==> config.mk <==
export PLATFORM = sky130hd
export DESIGN_NAME = ibex_counter_csr_ctrl
export DESIGN_NICKNAME = d
export VERILOG_FILES = /design/src/rtl/ibex_counter_csr_ctrl.sv
export SDC_FILE = /design/constraint.sdc
export NUM_CORES = 1
export LEC_CHECK = 0
export CORE_MARGIN = 10
export CORE_UTILIZATION = 25
export DETAILED_ROUTE_END_ITERATION = 10
export PLACE_DENSITY = 0.48
export SYNTH_ARGS = -nofsm -noshare
export SYNTH_HDL_FRONTEND = slang
export SYNTH_SLANG_ARGS = --single-unit
export TNS_END_PERCENT = 30
==> constraint.sdc <==
create_clock -name clk_i -period 2.12 [get_ports clk_i]
set_clock_uncertainty 0.15 [all_clocks]
set_input_delay 0.53 -clock clk_i [delete_from_list [all_inputs] [get_ports clk_i]]
set_output_delay 0.53 -clock clk_i [all_outputs]
set_load 0.02 [all_outputs]
==> src/rtl/ibex_counter_csr_ctrl.sv <==
// CSR-side controller for a bank of ibex_counter instances: serialises read/write/set/clear
// requests, drives the counters' write strobes and shared write data, and gates increments.
module ibex_counter_csr_ctrl #(
  parameter int unsigned NumCounters = 2,
  parameter int unsigned IdxW        = (NumCounters > 1) ? $clog2(NumCounters) : 1
) (
  input  logic                      clk_i,
  input  logic                      rst_ni,
  input  logic                      csr_req_i,
  output logic                      csr_gnt_o,
  input  logic [1:0]                csr_op_i,
  input  logic [IdxW:0]             csr_addr_i,
  input  logic [31:0]               csr_wdata_i,
  output logic                      csr_rvalid_o,
  output logic [31:0]               csr_rdata_o,
  output logic                      csr_err_o,
  input  logic [NumCounters-1:0]    event_i,
  input  logic [NumCounters-1:0]    inhibit_i,
  output logic [NumCounters-1:0]    cnt_inc_o,
  output logic [NumCounters-1:0]    cnt_we_o,
  output logic [NumCounters-1:0]    cnt_weh_o,
  output logic [31:0]               cnt_wdata_o,
  input  logic [64*NumCounters-1:0] cnt_val_i
);

  localparam int unsigned DataW   = 32;
  localparam int unsigned CntValW = 64;

  localparam logic [1:0] OpRead  = 2'b00;
  localparam logic [1:0] OpWrite = 2'b01;
  localparam logic [1:0] OpSet   = 2'b10;
  localparam logic [1:0] OpClear = 2'b11;

  typedef enum logic [1:0] {
    IDLE,
    RD,
    WR,
    RESP
  } state_e;

  state_e state_q, state_d;

  logic [1:0]       op_q, op_d;
  logic [IdxW:0]    addr_q, addr_d;
  logic [DataW-1:0] wdata_q, wdata_d;
  logic [DataW-1:0] old_q, old_d;
  logic             err_q, err_d;

  logic                   gnt_d;
  logic                   rvalid_d;
  logic [DataW-1:0]       rdata_d;
  logic                   err_out_d;
  logic [NumCounters-1:0] we_d, weh_d;
  logic [DataW-1:0]       cnt_wdata_d;

  logic [IdxW-1:0]        idx;
  logic [NumCounters-1:0] sel_oh;
  logic [CntValW-1:0]     sel_val;
  logic                   idx_ok;
  logic [DataW-1:0]       old_c;
  logic [DataW-1:0]       new_c;
  logic                   need_wr;

  // Increments go straight through; the write strobe takes priority inside the counter.
  assign cnt_inc_o = event_i & ~inhibit_i;

  assign idx = addr_q[IdxW:1];

  // One-hot counter select; an out-of-range index matches nothing and reads as zero.
  always_comb begin
    sel_oh  = '0;
    sel_val = '0;
    for (int unsigned i = 0; i < NumCounters; i++) begin
      if (32'(idx) == i) begin
        sel_oh[i] = 1'b1;
        sel_val   = cnt_val_i[CntValW*i +: CntValW];
      end
    end
  end

  assign idx_ok = |sel_oh;
  assign old_c  = addr_q[0] ? sel_val[CntValW-1:DataW] : sel_val[DataW-1:0];

  always_comb begin
    new_c = old_c;
    case (op_q)
      OpWrite: new_c = wdata_q;
      OpSet:   new_c = old_c | wdata_q;
      OpClear: new_c = old_c & ~wdata_q;
      default: new_c = old_c;
    endcase
  end

  // Set/clear with an empty mask cannot change the counter, so it skips the write cycle.
  assign need_wr = idx_ok &&
                   ((op_q == OpWrite) ||
                    (((op_q == OpSet) || (op_q == OpClear)) && (wdata_q != '0)));

  // Next-state and next-output logic; every output is registered from these values.
  always_comb begin
    state_d     = state_q;
    op_d        = op_q;
    addr_d      = addr_q;
    wdata_d     = wdata_q;
    old_d       = old_q;
    err_d       = err_q;
    we_d        = '0;
    weh_d       = '0;
    cnt_wdata_d = cnt_wdata_o;
    gnt_d       = 1'b0;
    rvalid_d    = 1'b0;
    rdata_d     = '0;
    err_out_d   = 1'b0;

    unique case (state_q)
      IDLE: begin
        if (csr_req_i) begin
          op_d    = csr_op_i;
          addr_d  = csr_addr_i;
          wdata_d = csr_wdata_i;
          state_d = RD;
        end
      end
      RD: begin
        err_d = ~idx_ok;
        old_d = old_c;
        if (need_wr) begin
          we_d        = addr_q[0] ? '0 : sel_oh;
          weh_d       = addr_q[0] ? sel_oh : '0;
          cnt_wdata_d = new_c;
          state_d     = WR;
        end else begin
          state_d = RESP;
        end
      end
      WR:      state_d = RESP;
      RESP:    state_d = IDLE;
      default: state_d = IDLE;
    endcase

    gnt_d = (state_d == IDLE);
    if (state_d == RESP) begin
      rvalid_d  = 1'b1;
      rdata_d   = old_d;
      err_out_d = err_d;
    end
  end

  always_ff @(posedge clk_i or negedge rst_ni) begin
    if (!rst_ni) begin
      state_q      <= IDLE;
      op_q         <= OpRead;
      addr_q       <= '0;
      wdata_q      <= '0;
      old_q        <= '0;
      err_q        <= 1'b0;
      csr_gnt_o    <= 1'b1;
      csr_rvalid_o <= 1'b0;
      csr_rdata_o  <= '0;
      csr_err_o    <= 1'b0;
      cnt_we_o     <= '0;
      cnt_weh_o    <= '0;
      cnt_wdata_o  <= '0;
    end else begin
      state_q      <= state_d;
      op_q         <= op_d;
      addr_q       <= addr_d;
      wdata_q      <= wdata_d;
      old_q        <= old_d;
      err_q        <= err_d;
      csr_gnt_o    <= gnt_d;
      csr_rvalid_o <= rvalid_d;
      csr_rdata_o  <= rdata_d;
      csr_err_o    <= err_out_d;
      cnt_we_o     <= we_d;
      cnt_weh_o    <= weh_d;
      cnt_wdata_o  <= cnt_wdata_d;
    end
  end

endmodule

==> results by stage, run 1 <==
Status:
- The run finished, with violations left.
- The final reports fail on negative setup slack.

Placement:
- Timing analysis after detailed placement gives a worst setup slack of -0.3197 ns.
- The HPWL reported at the end of detailed placement is ~19000 um.
- Port buffering added between 200 and 250 buffers.
- At the end of routability-driven placement, the weighted congestion stood at 0.7467.

Timing:
- The remaining max-slew budget at the tightest pin is 59.54%.
- Setup repair after global routing could not meet its margin everywhere.
- The highest achievable clock rate is 0.4638 GHz.
- The final hold slack is around 0.35 ns.
- The transition time at the pin with the least slew margin is ~0.60 ns.
- Setup violations remaining at the end of the flow were counted as 32.
- Of the available clock period, the critical path in the final layout requires 101.7%.
- The hold violation total from the final report is 0.
- Subtracting the final worst setup slack from the clock period gives 2.156 ns.
- The worst-case setup margin in the final layout is -0.03618 ns.
- The number of max-slew violations in the final report is 0.

Pwr:
- The total power is between 15 and 20 mW.
- The switching fraction of total power is a little under two fifths.
- Of the total power, the clock network draws between 10% and 20%.
- Of the total power, combinational logic draws around 54%.
- Of the total power, registers draw 26.9%.
- VDD sags by at most around 580 uV.
- The leakage power figure is about 5.5 nW.
- The power per standard cell area is around 1500 nW/um^2.
- For this design the total switching power over the nets is between 6 and 7 mW.
- The internal portion of the total power is 10.92 mW.

Synthesis:
- The fraction of synthesized cell area taken by the top area cell type is 48.42%.
- After synthesis, the share of cell area in mux cells is a little under a third.
- After Yosys synthesis, and, or, nand and nor cells account for around 5% of the synthesized area.
- The post-synthesis net count is between 700 and 800.
- By area, the combinational part of the netlist is dominated by multiplexers.
- The number of synthesized flops with an enable pin is 0.
- Among all cell types in the netlist, the one instantiated most often is sky130_fd_sc_hd__dfrtp_1.
- Among all flip-flop cells after synthesis, the most frequent one is sky130_fd_sc_hd__dfrtp_1.
- The compound-gate portion of the synthesized area is 7.246%.
- By area the synthesized netlist is led by sky130_fd_sc_hd__dfrtp_1 48%, sky130_fd_sc_hd__mux2i_1 13%, sky130_fd_sc_hd__mux2_2 11%.
- Ranked by instance count, the synthesized netlist is headed by 141 x sky130_fd_sc_hd__dfrtp_1, 96 x sky130_fd_sc_hd__mux2i_1, 73 x sky130_fd_sc_hd__mux2_2, 36 x sky130_fd_sc_hd__nand2_1, 34 x sky130_fd_sc_hd__inv_1.
- Synthesis inferred 142 register bits.
- The synthesized netlist devotes 0.6868% of its cell area to adder and majority cells.
- The count of unique library cells instantiated by Yosys is 34.
- The gate count of the mapped netlist is around 580.
- The post-synthesis share of cell area spent on xor and xnor gates is around 3.8%.
- The synthesized netlist occupies a cell area of 7287 um^2.
- The largest total area in the synthesized netlist belongs to sky130_fd_sc_hd__dfrtp_1.
- The Yosys step of the flow raised 0 warnings.
- Counting flops with an async set or reset pin after synthesis yields a share of 100.0%.
- Summing the sequential cell areas from Yosys gives around half of the chip area.
- Each instance of the synthesized netlist takes up on average roughly 12 um^2.

Floorplanning:
- During I/O placement, the number of pins put on the boundary was around 240.
- The floorplan has 62 rows.
- The x dimension of the die is about 190 um.
- In this run the standard cell core region covers between 20000 and 30000 um^2.
- The initial standard-cell utilization of the core is 25.39%.
- The floorplan step set the die height to ~190 um.
- The floorplan step defined a die boundary enclosing ~36000 um^2.

Route:
- The remaining number of nets flagged by the antenna check after routing is 0.
- The total wirelength of the detailed-routed design is between 20000 and 30000 um.
- The iteration-0 DRC count of the detailed router is about 250.
- The number of vias in the routed layout is 5455.
- Dividing the detail-routed wire length by the instance count gives about 20 um.
- The DRC violation count after routing is 0.
- The total iterations of the first detailed-routing run is 4.
- After detailed routing, the number of vias per cell comes to 4.336.

Setup path:
- The category of the worst setup path launch point is a flop.
- The critical path goes through nor4_1, and4_1, a31oi_4, buf_12, mux2_4.
- The peak fanout along the critical path is 17.
- At the worst endpoint, the arrival time is 2.31 ns.
- On the worst path, the slowest cell contributes a delay of 0.53 ns.
- At the worst endpoint, the required time is 2.28 ns.
- The category of the most critical setup path is flop to flop.
- The buffer and inverter count on the worst path is 1.
- The cell family with the largest share of critical-path delay is simple AND/OR/NAND/NOR gates.
- The slowest cell on the critical path is sky130_fd_sc_hd__nor4_1.
- The type of element capturing the critical path is a flop.

GRT:
- The number of global-route vias before repair is between 5000 and 6000.
- The number of antenna violations at the first check in global routing is 3.
- The global-route wire length before repair is 37570 um.
- For this run the aggregate overflow at the end of global routing stands at 0.
- The total global routing track utilization is around 14%.
- Entering global routing, the biggest net connects 40 pins.

Clock network:
- The H-tree was split into 4 levels.
- The CTS tree is built.
- The later-pin clock latency in the skew report is around 0.42 ns.
- The buffer type at the clock tree root is sky130_fd_sc_hd__clkbuf_16.
- In this run, CTS created clock tree buffers numbering 17.
- Clock tree synthesis found a total of about 140 sinks.
- Clock-pin slew was measured on the worst setup and hold paths at ~0.06 ns.
- The buffer levels on the longest clock path is 2.

Cells and area:
- The relative area change from synthesis to final layout is 56.56%.
- Cells with a size suffix above 1 make up between 20% and 30% of the layout.
- The number of nets at the end of the flow is 1036.
- After filler insertion, the fill cell instance count of the layout stands at 2783.
- The number of antenna diodes in the final layout is 0.

Hold path:
- The worst min-delay path category is flop to flop.

Run:
- The tool flagged a number of max-cap violations equal to 0.
[power groups by stage]
stage | registers, mW | logic (mW) | clock network (mW)
after global routing | 4.85 | 10.3 | 3.50
after CTS | 4.70 | 9.43 | 3.38
after global placement | 4.73 | 9.40 | 0
final | 4.70 | 9.45 | 3.30
after floorplan | 5.19 | 5.33 | 0
after detailed placement | 4.73 | 9.48 | 0
[per-stage QoR]
step	instance area (um^2)	TNS (ns)	instances	util [%]
2_1_floorplan	7287	0	584	-
3_3_place_gp	10500	-11.14	1220	36.58
3_5_place_dp	10500	-10.87	1220	36.58
4_1_cts	11150	-0.04735	1253	38.86
5_1_grt	11410	-2.579	1258	39.75
6_report	11410	-0.7347	1258	39.75
[worst paths after layout]
kind / slack, ns / cells after the start / startpoint / endpoint
min in group asynchronous: 0.45 / 2 / rst_ni / cnt_wdata_o[8]
worst min-delay path: 0.35 / 1 / cnt_wdata_o[1] / cnt_wdata_o[1]
max in group asynchronous: 0.78 / 3 / rst_ni / addr_q[0]
worst max-delay path: -0.04 / 5 / wdata_q[27] / cnt_wdata_o[22]
worst min register to register: 0.35 / 1 / cnt_wdata_o[1] / cnt_wdata_o[1]
worst max register to register: -0.04 / 5 / wdata_q[27] / cnt_wdata_o[22]
[layout by cell type, fill, tap and decap left out, types with 2 or more instances in the layout]
| cell type | count |
|---|---|
| sky130_fd_sc_hd__a21boi_0 | 6 |
| sky130_fd_sc_hd__a21boi_1 | 13 |
| sky130_fd_sc_hd__a21boi_2 | 13 |
| sky130_fd_sc_hd__a22oi_1 | 32 |
| sky130_fd_sc_hd__and3_1 | 4 |
| sky130_fd_sc_hd__and3b_1 | 2 |
| sky130_fd_sc_hd__and4_1 | 2 |
| sky130_fd_sc_hd__buf_12 | 10 |
| sky130_fd_sc_hd__buf_4 | 37 |
| sky130_fd_sc_hd__buf_6 | 7 |
| sky130_fd_sc_hd__bufinv_16 | 4 |
| sky130_fd_sc_hd__clkbuf_16 | 18 |
| sky130_fd_sc_hd__clkbuf_8 | 3 |
| sky130_fd_sc_hd__clkdlybuf4s50_1 | 186 |
| sky130_fd_sc_hd__clkinv_4 | 3 |
| sky130_fd_sc_hd__clkinvlp_4 | 2 |
| sky130_fd_sc_hd__dfrtp_1 | 134 |
| sky130_fd_sc_hd__dfrtp_2 | 6 |
| sky130_fd_sc_hd__dlygate4sd2_1 | 18 |
| sky130_fd_sc_hd__dlymetal6s2s_1 | 36 |
| sky130_fd_sc_hd__ha_1 | 3 |
| sky130_fd_sc_hd__inv_1 | 32 |
| sky130_fd_sc_hd__inv_2 | 2 |
| sky130_fd_sc_hd__inv_6 | 2 |
| sky130_fd_sc_hd__mux2_2 | 73 |
| sky130_fd_sc_hd__mux2_4 | 27 |
| sky130_fd_sc_hd__mux2i_1 | 96 |
| sky130_fd_sc_hd__nand2_1 | 35 |
| sky130_fd_sc_hd__nor2b_1 | 3 |
| sky130_fd_sc_hd__nor4_1 | 8 |
| sky130_fd_sc_hd__or4_4 | 2 |
| sky130_fd_sc_hd__xnor2_1 | 32 |
[timing repair]
item,CTS,global route
setup endpoints to repair,68,103
hold buffers,1,0
endpoints found under the hold margin,29,0
cloned,0,3
setup buffers,0,2
pin swaps,0,16
gates resized for setup,26,99
[routing by layer]
| metal | global-route usage (%) | part of all wire, % | up-vias |
|---|---|---|---|
| met2 | 21.93 | 48 | 147 |
| met4 | 2.907 | 0.82 | 2 |
| met3 | 4.499 | 6.2 | 14 |
| met5 | 0 | 0.031 | - |
| met1 | 17.79 | 45 | 2672 |
| li1 | - | - | 2620 |
[worst register-to-register path, stage by stage (launching register included)]
cell	delay, ns
sky130_fd_sc_hd__dfrtp_1	0.40
sky130_fd_sc_hd__nor4_1	0.53
sky130_fd_sc_hd__and4_1	0.33
sky130_fd_sc_hd__a31oi_4	0.12
sky130_fd_sc_hd__buf_12	0.19
sky130_fd_sc_hd__mux2_4	0.32
[cells by family (layout without fill, tap and decap cells)]
family / after synthesis / in the layout
and+or+nand+nor: 68 / 68
AOI/OAI and AO/OA: 68 / 68
adders and majority gates: 4 / 4
buffers and inverters: 74 / 364
muxes: 196 / 196
DFF: 142 / 142
xor gates and xnor gates: 32 / 32
[sequential cells by signal, indices dropped and copies added (netlist names), 2 cells and up]
register,count
state_q,2
cnt_weh_o,2
wdata_q,32
old_q,32
addr_q,2
cnt_wdata_o,32
op_q,2
cnt_we_o,2
csr_rdata_o,32
[final cells by class]
cell class                      count  area, um^2  share of cell area [%]
Inverter                           34       127.6                   1.119
Tap cell                          384       480.5                   4.211
Timing Repair Buffer              298        3077                   26.97
Multi-Input combinational cell    368        3508                   30.75
Clock inverter                     11       178.9                   1.568
Clock buffer                       21       470.5                   4.124
Sequential cell                   142        3566                   31.26
No activity file was read; power rests on OpenSTA's default activity.
==> run 2: changes to the inputs <==
--- a/config.mk
+++ b/config.mk
@@ -7,8 +7,10 @@
 export LEC_CHECK = 0
 export CORE_MARGIN = 10
 export CORE_UTILIZATION = 25
+export CTS_CLUSTER_SIZE = 16
 export DETAILED_ROUTE_END_ITERATION = 10
 export PLACE_DENSITY = 0.48
+export RECOVER_POWER = 100
 export SYNTH_ARGS = -nofsm -noshare
 export SYNTH_HDL_FRONTEND = slang
 export SYNTH_SLANG_ARGS = --single-unit
==> run 2 against run 1 <==
The run still ends with negative setup slack left. Wire length hardly changed. Fmax is 0.58% lower. Global-route usage stayed put. Final cell count stayed put. Worst setup slack worse by 0.013 ns. Clock-buffer cell count stayed put. Clock power hardly changed. Utilization is 1.3 points lower. Register-to-register slack hardly changed. Non-clock buffer count stayed put. Highest routed layer unchanged.
==> results by stage, run 2 (synthesis results as in run 1) <==
Pwr:
- The leakage power figure is 4.869 nW (-11%).
- The total power is 17.08 mW (-2.1%).
- The maximum VDD drop came to 576.1 uV (-0.13%).
- The power per standard cell area was 1549 nW/um^2 (+1.3%).

Setup path:
- The worst setup path is of the flop to flop kind.
- The peak fanout along the critical path is 17 (unchanged).
- The required time at the worst-slack endpoint was 2.27 ns (about the same).
- The critical path arrival is 2.32 ns (about the same).
- The peak per-stage delay on the critical path is 0.54 ns (about the same).
- The worst setup path is captured at a flop.
- The category of the worst setup path launch point is a flop.
- The slowest cell on the critical path is sky130_fd_sc_hd__nor4_1.
- The critical path goes through nor4_1, and4_1, a31oi_4, buf_12, mux2_4.

GRT:
- The global-route congestion overflow total is 0 (unchanged).
- The number of global-route vias before repair is 5777 (unchanged).
- The total global routing track utilization is 13.76% (unchanged).
- The global-route wire length before repair is 37570 um (unchanged).
- The pin count of the biggest net entering global routing is 40 (unchanged).
- The number of antenna violations at the first check in global routing is 3 (unchanged).

Status:
- The checks that failed: negative setup slack.
- The run finished, with violations left.

Cells and area:
- The antenna diode count came to 0 (unchanged).
- The area growth from synthesis to layout is 51.32%.
- The most common cell after layout, fill and taps aside is sky130_fd_sc_hd__clkdlybuf4s50_1.
- The number of nets at the end of the flow is 1036 (unchanged).
- The fraction of final layout cells with drive strength greater than 1 was 23.91% (-1.6 points).
- Leaving out fill and tap cells, the most frequent cells in the layout are 186 x sky130_fd_sc_hd__clkdlybuf4s50_1, 134 x sky130_fd_sc_hd__dfrtp_1, 96 x sky130_fd_sc_hd__mux2i_1, 65 x sky130_fd_sc_hd__mux2_2, 39 x sky130_fd_sc_hd__clkbuf_1.
- The number of cells in the finished layout apart from fillers is 1258 (unchanged).
- The final design utilization is 38.42% (-1.3 points).

Timing:
- The shortest clock period the worst path allows after layout is 2.169 ns (+0.01255 ns).
- Setup repair after global routing could not meet its margin everywhere.
- The highest achievable clock rate is 0.4611 GHz (-0.58%).
- The final hold slack is 0.3585 ns (+0.005867 ns).
- The final-report setup violation count is 32 (unchanged).
- The remaining max-slew budget at the tightest pin is 31.77% (-28 points).
- The hold violation total from the final report came to 0 (unchanged).
- The worst-case setup margin in the final layout is -0.04873 ns (-0.01255 ns).
- The number of max-slew violations in the final report is 0 (unchanged).
- The transition time at the pin with the least slew margin is 1.023 ns (+0.4222 ns).
- The period utilization is 102.3% (+0.59 points).

Floorplanning:
- The I/O pin total came to 244 (unchanged).
- The die span in y came to 190.7 um (unchanged).
- The x dimension of the die is 190.7 um (unchanged).
- The area of the die came to 36380 um^2 (unchanged).
- The core area is 28700 um^2 (unchanged).
- The initial standard-cell utilization of the core is 25.39% (unchanged).
- The cell row count is 62 (unchanged).

Clock network:
- The clock-pin slew reported for the worst setup and hold paths after clock tree synthesis is 0.06 ns (about the same).
- The count of H-tree levels built during CTS is 4 (unchanged).
- The later-pin clock latency in the skew report came to 0.42 ns (about the same).
- The number of buffers created by CTS is 17 (unchanged).
- The clock sink total is 142 (unchanged).
- The buffer levels on the longest clock path is 2 (unchanged).
- The CTS tree is built.
- Clock tree synthesis selected as its root buffer the cell sky130_fd_sc_hd__clkbuf_16.

Route:
- The wire length per cell after detailed routing was 20.27 um (about the same).
- The number of vias in the routed layout is 5479 (+0.44%).
- The iteration-0 DRC count of the detailed router is 249 (+0.40%).
- The detail-routed via count per cell is 4.355 (+0.44%).
- The DRC violation count after routing came to 0 (unchanged).
- The remaining number of nets flagged by the antenna check after routing is 0 (unchanged).
- The total wirelength of the detailed-routed design came to 25500 um (about the same).
- The total iterations of the first detailed-routing run is 6 (+2).

Placement:
- The HPWL reported at the end of detailed placement is 19260 um (unchanged).
- The placer congestion estimate is 0.7467 (unchanged).
- The number of input and output port buffers inserted is 243 (unchanged).
- The post-placement cell count is 1220 (unchanged).

Run:
- The number of max-cap violations is 0 (unchanged).

Hold path:
- The worst min-delay path category is flop to flop.
## run 2: final cells by class
cell class / instances / area, um^2
fillers: 2842 / 17680
flip-flops and latches: 142 / 3566
multi-input cells: 368 / 3503
repair buffers: 298 / 2700
well taps: 384 / 480.5
clock buffers: 21 / 470.5
clock inverters: 11 / 178.9
inverters: 34 / 127.6
## run 2: metal layers
| metal | GRT usage [%] | part of all wire (%) | vias up |
|---|---|---|---|
| li1 | - | - | 2621 |
| met1 | 17.79 | 45 | 2691 |
| met2 | 21.93 | 48 | 151 |
| met3 | 4.499 | 5.9 | 14 |
| met4 | 2.907 | 0.83 | 2 |
| met5 | 0 | 0.051 | - |
## run 2: stage by stage
step                setup TNS [ns]  worst slack [ns]  instance area [um^2]
CTS                       -0.04735          -0.01064                 11150
global route                -3.096          -0.07684                 11030
floorplan                        0           0.07798                  7287
detailed placement          -10.87           -0.3197                 10500
finish                      -1.089          -0.04873                 11030
global placement            -11.14           -0.2984                 10500
## run 2: path summary, 6_finish.rpt
path                           startpoint  cells after the start  slack (ns)         endpoint
max                           wdata_q[27]                      5       -0.05  cnt_wdata_o[22]
min                        cnt_wdata_o[1]                      1        0.36   cnt_wdata_o[1]
max reg2reg                   wdata_q[27]                      5       -0.05  cnt_wdata_o[22]
min reg2reg                cnt_wdata_o[1]                      1        0.36   cnt_wdata_o[1]
max in group asynchronous          rst_ni                      3        0.19        addr_q[0]
min in group asynchronous          rst_ni                      2        0.68   cnt_wdata_o[8]
## run 2: worst max-delay path, delay by kind of cell (launching register included)
family | cells | cell delay, ns
and+or+nand+nor | 2 | 0.87
DFF | 1 | 0.40
muxes | 1 | 0.31
buffers and inverters | 1 | 0.19
AOI/OAI and AO/OA | 1 | 0.12
## run 2: repair_timing
action / CTS / global route
setup endpoints to repair: 68 / 103
endpoints found under the hold margin: 29 / 0
cloned: 0 / 3
hold buffers: 1 / 0
resized for setup: 26 / 99
setup buffers: 0 / 2
pin swaps: 0 / 16
## run 2: report_power, final
part / internal [mW] / switching (mW)
Combinational: 4.52 / 4.56
Clock: 2.08 / 1.22
Sequential: 3.97 / 0.729
